$ cat config.mk
export PLATFORM = sky130hd
export DESIGN_NAME = spec_commit_ctrl
export DESIGN_NICKNAME = d
export VERILOG_FILES = /design/src/rtl/spec_ctrl_pkg.sv /design/src/rtl/spec_tag_match.sv /design/src/rtl/spec_commit_ctrl.sv
export SDC_FILE = /design/constraint.sdc
export NUM_CORES = 1
export LEC_CHECK = 0
export ABC_AREA = 1
export BUFFER_PORTS_ARGS = -buffer_cell sky130_fd_sc_hd__clkbuf_2
export CORE_MARGIN = 2
export CORE_UTILIZATION = 52
export DETAILED_ROUTE_END_ITERATION = 6
export PLACE_DENSITY_LB_ADDON = 0.05
export RECOVER_POWER = 100
export SETUP_SLACK_MARGIN = 0.5
export SYNTH_ARGS = -nofsm -noshare
export SYNTH_HDL_FRONTEND = slang
export SYNTH_SLANG_ARGS = --single-unit
$ cat constraint.sdc
create_clock -name clk -period 9.7 [get_ports clk]
set_input_delay 0.485 -clock clk [delete_from_list [all_inputs] [get_ports clk]]
set_output_delay 0.485 -clock clk [all_outputs]
set_load 0.005 [all_outputs]
$ cat src/rtl/spec_ctrl_pkg.sv
`default_nettype none
// ============================================================================
//  Module      : spec_ctrl_pkg
//  Description : Shared types and default sizes for the speculative commit
//                controller: entry-state encoding, entry record and a small
//                state helper used by the tag lookup.
//  Revision    : 1.0 - initial release
// ============================================================================
package spec_ctrl_pkg;

    localparam int c_default_depth  = 4;
    localparam int c_default_tag_w  = 4;
    localparam int c_default_data_w = 8;

    // FREE must stay the all-zero code so a cleared entry reads as empty.
    typedef enum logic [1:0] {
        FREE = 2'd0,
        SPEC = 2'd1,
        SAFE = 2'd2
    } entry_state_e;

    typedef struct packed {
        entry_state_e                state;
        logic [c_default_tag_w-1:0]  tag;
        logic [c_default_data_w-1:0] data;
    } entry_t;

    function automatic logic is_spec(input entry_state_e s);
        return (s == SPEC);
    endfunction

endpackage
`default_nettype wire

$ cat src/rtl/spec_tag_match.sv
`default_nettype none
// ============================================================================
//  Module      : spec_tag_match
//  Description : Combinational age-ordered tag lookup. Scans the circular
//                entry array starting at the head (oldest) and reports the
//                oldest SPEC entry whose tag equals the resolve tag.
//  Ports       : i_entry_state / i_entry_tag - per-entry state and tag
//                i_head      - index of the oldest entry
//                i_l_status  - tag being resolved
//                o_hit       - a SPEC entry with that tag exists
//                o_match_idx - index of the oldest such entry
//  Revision    : 1.0 - initial release
// ============================================================================
module spec_tag_match
    import spec_ctrl_pkg::*;
#(
    parameter int DEPTH = c_default_depth,
    parameter int TAG_W = c_default_tag_w
) (
    input  entry_state_e                 i_entry_state [DEPTH],
    input  logic [TAG_W-1:0]             i_entry_tag   [DEPTH],
    input  logic [$clog2(DEPTH)-1:0]     i_head,
    input  logic [TAG_W-1:0]             i_l_status,
    output logic                         o_hit,
    output logic [$clog2(DEPTH)-1:0]     o_match_idx
);

    localparam int c_ptr_w = $clog2(DEPTH);

    logic [c_ptr_w-1:0] w_idx;

    // Walk from youngest to oldest so the oldest match is the last writer
    // and therefore wins. Index arithmetic wraps because DEPTH is 2**n.
    always_comb begin
        o_hit       = 1'b0;
        o_match_idx = '0;
        w_idx       = '0;
        for (int i = DEPTH - 1; i >= 0; i--) begin
            w_idx = i_head + c_ptr_w'(i);
            if (is_spec(i_entry_state[w_idx]) && (i_entry_tag[w_idx] == i_l_status)) begin
                o_hit       = 1'b1;
                o_match_idx = w_idx;
            end
        end
    end

endmodule
`default_nettype wire

$ cat src/rtl/spec_commit_ctrl.sv
`default_nettype none
// ============================================================================
//  Module      : spec_commit_ctrl
//  Description : Holds up to DEPTH tagged speculative entries in age order,
//                resolves them by tag from the status bus, commits confirmed
//                entries in order and flushes misspeculated entries together
//                with everything younger. Speculative payload never appears
//                on the commit outputs.
//  Ports       : clk, rst_n            - clock, async active-low reset
//                alloc_valid/ready/tag/data - producer side
//                l_valid/l_status/l_squash  - resolution bus
//                commit_valid/ready/data/tag - in-order commit port
//                busy                  - any entry live
//                squash_cnt            - saturating squash-event count
//  Config      : SPEC_SQUASH_CNT_EN - when defined, squash_cnt counts
//                matching squash events (saturating at 255); otherwise it
//                is tied to zero and no counter exists.
//  Revision    : 1.0 - initial release
// ============================================================================
module spec_commit_ctrl
    import spec_ctrl_pkg::*;
#(
    parameter int DEPTH  = c_default_depth,
    parameter int TAG_W  = c_default_tag_w,
    parameter int DATA_W = c_default_data_w
) (
    input  logic              clk,
    input  logic              rst_n,
    input  logic              alloc_valid,
    output logic              alloc_ready,
    input  logic [TAG_W-1:0]  alloc_tag,
    input  logic [DATA_W-1:0] alloc_data,
    input  logic              l_valid,
    input  logic [TAG_W-1:0]  l_status,
    input  logic              l_squash,
    output logic              commit_valid,
    input  logic              commit_ready,
    output logic [DATA_W-1:0] commit_data,
    output logic [TAG_W-1:0]  commit_tag,
    output logic              busy,
    output logic [7:0]        squash_cnt
);

    localparam int c_ptr_w = $clog2(DEPTH);
    localparam int c_cnt_w = c_ptr_w + 1;

    entry_state_e        r_state [DEPTH];
    logic [TAG_W-1:0]    r_tag   [DEPTH];
    logic [DATA_W-1:0]   r_data  [DEPTH];
    logic [c_ptr_w-1:0]  r_head;
    logic [c_ptr_w-1:0]  r_tail;
    logic [c_cnt_w-1:0]  r_count;

    logic                w_hit;
    logic [c_ptr_w-1:0]  w_match_idx;
    logic [c_ptr_w-1:0]  w_match_off;
    logic [DEPTH-1:0]    w_younger;
    logic [c_ptr_w-1:0]  w_off;
    logic                w_alloc_fire;
    logic                w_confirm;
    logic                w_squash;
    logic                w_commit;

    spec_tag_match #(
        .DEPTH (DEPTH),
        .TAG_W (TAG_W)
    ) u_tag_match (
        .i_entry_state (r_state),
        .i_entry_tag   (r_tag),
        .i_head        (r_head),
        .i_l_status    (l_status),
        .o_hit         (w_hit),
        .o_match_idx   (w_match_idx)
    );

    // A squash in flight may move the tail backwards, so allocation is held
    // off for that cycle rather than racing it.
    assign alloc_ready  = (r_count < c_cnt_w'(DEPTH)) && !(l_valid && l_squash);
    assign w_alloc_fire = alloc_valid && alloc_ready;
    assign w_confirm    = l_valid && !l_squash && w_hit;
    assign w_squash     = l_valid &&  l_squash && w_hit;

    // Commit side is a pure function of registered state.
    assign commit_valid = (r_state[r_head] == SAFE);
    assign commit_data  = commit_valid ? r_data[r_head] : '0;
    assign commit_tag   = commit_valid ? r_tag[r_head]  : '0;
    assign w_commit     = commit_valid && commit_ready;
    assign busy         = (r_count != '0);

    // Age of the matched entry relative to head; every slot at that age or
    // greater is the squashed entry or younger. Slots beyond the live count
    // are already FREE, so including them is harmless.
    assign w_match_off = w_match_idx - r_head;

    always_comb begin
        w_younger = '0;
        w_off     = '0;
        for (int i = 0; i < DEPTH; i++) begin
            w_off        = c_ptr_w'(i) - r_head;
            w_younger[i] = (w_off >= w_match_off);
        end
    end

    always_ff @(posedge clk or negedge rst_n) begin
        if (!rst_n) begin
            for (int i = 0; i < DEPTH; i++) begin
                r_state[i] <= FREE;
                r_tag[i]   <= '0;
                r_data[i]  <= '0;
            end
            r_head  <= '0;
            r_tail  <= '0;
            r_count <= '0;
        end else begin
            // The four per-slot updates never target the same slot in one
            // cycle: alloc hits a FREE slot, confirm a SPEC slot, commit the
            // SAFE head, and squash never coexists with alloc.
            for (int i = 0; i < DEPTH; i++) begin
                if (w_alloc_fire && (r_tail == c_ptr_w'(i))) begin
                    r_state[i] <= SPEC;
                    r_tag[i]   <= alloc_tag;
                    r_data[i]  <= alloc_data;
                end
                if (w_confirm && (w_match_idx == c_ptr_w'(i))) begin
                    r_state[i] <= SAFE;
                end
                if ((w_commit && (r_head == c_ptr_w'(i))) || (w_squash && w_younger[i])) begin
                    r_state[i] <= FREE;
                    r_tag[i]   <= '0;
                    r_data[i]  <= '0;
                end
            end

            if (w_commit) begin
                r_head <= r_head + c_ptr_w'(1);
            end

            if (w_squash) begin
                r_tail <= w_match_idx;
            end else if (w_alloc_fire) begin
                r_tail <= r_tail + c_ptr_w'(1);
            end

            // After a squash only the entries older than the match survive,
            // minus the head if it commits in the same cycle.
            if (w_squash) begin
                r_count <= c_cnt_w'(w_match_off) - c_cnt_w'(w_commit);
            end else begin
                r_count <= r_count + c_cnt_w'(w_alloc_fire) - c_cnt_w'(w_commit);
            end
        end
    end

`ifdef SPEC_SQUASH_CNT_EN
    logic [7:0] r_squash_cnt;

    always_ff @(posedge clk or negedge rst_n) begin
        if (!rst_n) begin
            r_squash_cnt <= 8'd0;
        end else if (w_squash && (r_squash_cnt != 8'hFF)) begin
            r_squash_cnt <= r_squash_cnt + 8'd1;
        end
    end

    assign squash_cnt = r_squash_cnt;
`else
    assign squash_cnt = 8'd0;
`endif

endmodule
`default_nettype wire

==> results.sh <==
export IMPL_nets=691
export IMPL_crit_path_frequent_cell="nand2_1"
export IMPL_p_int_mw=0.8821
export IMPL_outcome="complete, but fails checks"
export IMPL_crit_buf_inv=4
export IMPL_cp_top_family="buffers and inverters"
export IMPL_clkPwrFrac_pct=13.0
export IMPL_r2r_start="r_head[0]$_DFFE_PN0P_"
export IMPL_pwr_share_seq_pct=27.6
export IMPL_gr_usage_all_layers_pct=26.06
export IMPL_failed_checks="max-capacitance violations, max-slew violations"
export IMPL_cp_data_required_time_ns=9.88
export IMPL_critPathLaunch="r_head[0]$_DFFE_PN0P_"
export IMPL_n_antenna_cell=0
export IMPL_setup_viol=0
export IMPL_arrival_ns=6.53
export IMPL_crit_path_end_kind="flop"
export IMPL_crit_chain="clkbuf_1 -> inv_6 -> ha_1 -> inv_1 -> nand3_1 -> nand2_1 -> nand2_1 -> nand3_1 -> nor2_1 -> nand2_1 -> nand2_1 -> nand3_1 -> nand2_1 -> inv_1 -> ha_1 -> xor2_1 -> nand2_1 -> nand2_1 -> nand3_1 -> nand2_1 -> nand2_1 -> nor2_1"
export IMPL_power_density_mw_per_mm2=375.4
export IMPL_tightestPinTransition_ns=3.454
export IMPL_core_mm2=0.008175
export IMPL_drt_total_wl_mm=10.90
export IMPL_die_area_mm2=0.009126
export IMPL_slew_headroom_pct=-130.2
export IMPL_cp_slowest_cell="clkbuf_1"
export IMPL_die_x_um=95.53
export IMPL_drtIter0Drc=225
export IMPL_rrSetupSlack_ns=3.35
export IMPL_numCtsBuffers=9
export IMPL_syn_area_mm2=0.004357
export IMPL_pin_count=45
export IMPL_drc=0
export IMPL_path_clk_slew_ns=0.08
export IMPL_final_hold_violation_count=0
export IMPL_cts_max_level=3
export IMPL_cts_setup_buffers=0
export IMPL_hold_buffers=0
export IMPL_grt_max_degree=64
export IMPL_synthArstFlopShare_pct=100.0
export IMPL_cts_sinks=63
export IMPL_dp_cells=746
export IMPL_area_growth_pct=6.289
export IMPL_cts_root_buf="clkbuf_8"
export IMPL_gp_congestion=0.9212
export IMPL_first_pass_iters=5
export IMPL_setup_tns_ns=0
export IMPL_path_max_fanout=47
export IMPL_power_switching_share_pct=49.26
export IMPL_overflow=0
export IMPL_start_util_pct=53.29
export IMPL_ir_drop_mv=0.1578
export IMPL_synth_distinct_cells=34
export IMPL_antenna_found_initial=0
export IMPL_clk_latency_ns=0.34
export IMPL_io_buffers=36
export IMPL_min_path_type="primary input to flop"
export IMPL_drv_cap=2
export IMPL_finClkSkew_ns=0.01453
export IMPL_slowest_delay_ns=1.58
export IMPL_hp_start="alloc_tag[1]"
export IMPL_cts_tree="built"
export IMPL_clockBufferDepth=2
export IMPL_grt_setup_unrepaired="false"
export IMPL_synth_flop_cell="dfrtp_1"
export IMPL_synth_seq_area_share_pct=36.19
export IMPL_hold_slack_ns=0.4540
export IMPL_place_hpwl_mm=7.485
export IMPL_die_y_um=95.53
export IMPL_critPathLaunchType="flop"
export IMPL_synth_seq_cells=63
export IMPL_wl_per_cell_um=14.30
export IMPL_rows=33
export IMPL_p_leak_nw=2.307
export IMPL_switchingPower_mw=0.8565
export IMPL_path_class="flop to flop"
export IMPL_fin_crit_sh_pct=65.46
export IMPL_p_comb_share_pct=59.4
export IMPL_layout_cells_non_filler=762
export IMPL_slew_violations=112
export IMPL_dr_total_vias=4011
export IMPL_drive_above_1_share_pct=11.72
export IMPL_syn_area_per_cell_um2=6.904
export IMPL_postRouteAntennaNets=0
export IMPL_final_min_clock_period_ns=6.349
export IMPL_fmax_mhz=157.5
export IMPL_viasPerCell=5.264
export IMPL_synth_warning_count=0
export IMPL_synth_cells=631
export IMPL_grt_pass1_vias=3753
export IMPL_ctsResizeCount=0
export IMPL_dpl_cell_area_mm2=0.004476
export IMPL_grt_pass1_wl_mm=18.27
export IMPL_stdcell_area_mm2=0.004631
export IMPL_synth_edf_count=0
[metrics by stage]
step           setup WS [ns]  utilization, %  total power, mW
3_5_place_dp           5.158           54.74            1.516
3_3_place_gp           5.304           54.74            1.490
5_1_grt                2.725           56.64            1.928
4_1_cts                5.125           57.07            1.751
6_report               3.351           56.64            1.739
2_1_floorplan          5.781               -            1.305
[cell usage in the layout (no fill, tap or decap)]
| master | netlist | routed |
|---|---|---|
| nor2_2 | 30 | 30 |
| o21a_1 | 3 | 3 |
| inv_1 | 47 | 47 |
| nor2_1 | 72 | 73 |
| inv_2 | 2 | 2 |
| conb_1 | 1 | 8 |
| or3_1 | 1 | 1 |
| bufinv_16 | 0 | 1 |
| fa_1 | 1 | 1 |
| clkbuf_8 | 0 | 10 |
| a21oi_1 | 9 | 9 |
| and2_1 | 1 | 1 |
| o21ai_0 | 75 | 75 |
| buf_4 | 9 | 1 |
| xor2_1 | 8 | 8 |
| o21ai_1 | 1 | 1 |
| xnor2_1 | 1 | 1 |
| dfrtp_1 | 63 | 63 |
| inv_6 | 1 | 1 |
| mux2i_1 | 1 | 1 |
| clkinv_1 | 1 | 1 |
| a22oi_1 | 1 | 1 |
| ha_1 | 16 | 16 |
| o211ai_1 | 2 | 2 |
| a31oi_1 | 2 | 2 |
| nand3_1 | 65 | 65 |
| nand2_1 | 181 | 184 |
| clkbuf_1 | 13 | 14 |
| nor3_1 | 2 | 2 |
| nand2_2 | 5 | 2 |
| clkbuf_2 | 0 | 26 |
| clkinv_2 | 0 | 3 |
| a221oi_1 | 1 | 1 |
| nand3_2 | 1 | 1 |
[metal layers]
layer / part of all wire (%) / track usage (%)
met1: 46 / 35.40
met2: 47 / 42.77
met3: 5.4 / 4.743
met4: 1.4 / 7.143
met5: 0 / 0
[sequential cells by signal, summed over array words and instances, names as in the netlist]
name     count
r_count      3
r_state      8
r_data      32
r_tag       16
r_head       2
r_tail       2
[cells in the mapped netlist, types with 3 or more instances]
library cell | instances | area share (%)
buf_6 | 9 | 2.3
o21ai_0 | 75 | 8.6
ha_1 | 16 | 4.6
buf_4 | 9 | 1.6
buf_2 | 4 | 0.46
nor2_2 | 30 | 4.3
inv_1 | 47 | 4.0
nand2_2 | 5 | 0.72
clkbuf_1 | 13 | 1.1
nand2_1 | 181 | 16
nor2_1 | 72 | 6.2
nand3_1 | 65 | 7.5
xor2_1 | 8 | 1.6
a21oi_1 | 9 | 1.0
o21a_1 | 3 | 0.52
dfrtp_1 | 63 | 36
[cells by family after synthesis]
group / count (synthesis) / share of synthesized area [%]
DFF: 63 / 36.19
xor gates and xnor gates: 9 / 1.809
other: 1 / 0.08607
AOI/OAI and AO/OA: 94 / 11.29
muxes: 1 / 0.2298
buffers and inverters: 87 / 10.05
adders and majority gates: 17 / 5.055
and+or+nand+nor: 359 / 35.30
[final cells by class]
class                   count  area, um^2
clock buffers              12       145.1
clock inverters             4       45.04
fillers                   841        3545
inverters                  51       196.4
multi-input cells         488        2354
flip-flops and latches     63        1577
well taps                 105       131.4
repair buffers             39       182.7
[power by group through the flow]
stage               Combinational [mW]  Sequential [mW]  Clock (mW)
global route                      1.19            0.492       0.243
CTS                               1.04            0.476       0.232
detailed placement                1.04            0.479           0
floorplan                        0.848            0.458           0
finish                            1.03            0.480       0.226
global placement                  1.01            0.477           0
[worst reg2reg max path, stage by stage (launching register included)]
cell and delay [ns]:
dfrtp_1 0.33, clkbuf_1 1.58, inv_6 0.43, ha_1 0.73, inv_1 0.30, nand3_1 0.19, nand2_1 0.07, nand2_1 0.06
nand3_1 0.07, nor2_1 0.15, nand2_1 0.10, nand2_1 0.09, nand3_1 0.08, nand2_1 0.25, inv_1 0.12, ha_1 0.32
xor2_1 0.20, nand2_1 0.19, nand2_1 0.06, nand3_1 0.08, nand2_1 0.06, nand2_1 0.62, nor2_1 0.11
[worst paths after layout]
| path | end | depth (start not counted) |
|---|---|---|
| setup / recovery | r_tag[10]$_DFFE_PN0P_ | 22 |
| hold / removal | r_tag[1]$_DFFE_PN0P_ | 3 |
| setup reg to reg | r_tag[10]$_DFFE_PN0P_ | 22 |
| hold reg to reg | r_state[3]$_DFFE_PN0P_ | 2 |
| max in group asynchronous | r_tag[6]$_DFFE_PN0P_ | 2 |
| min in group asynchronous | r_data[27]$_DFFE_PN0P_ | 2 |
No activity file was read; power rests on OpenSTA's default activity.
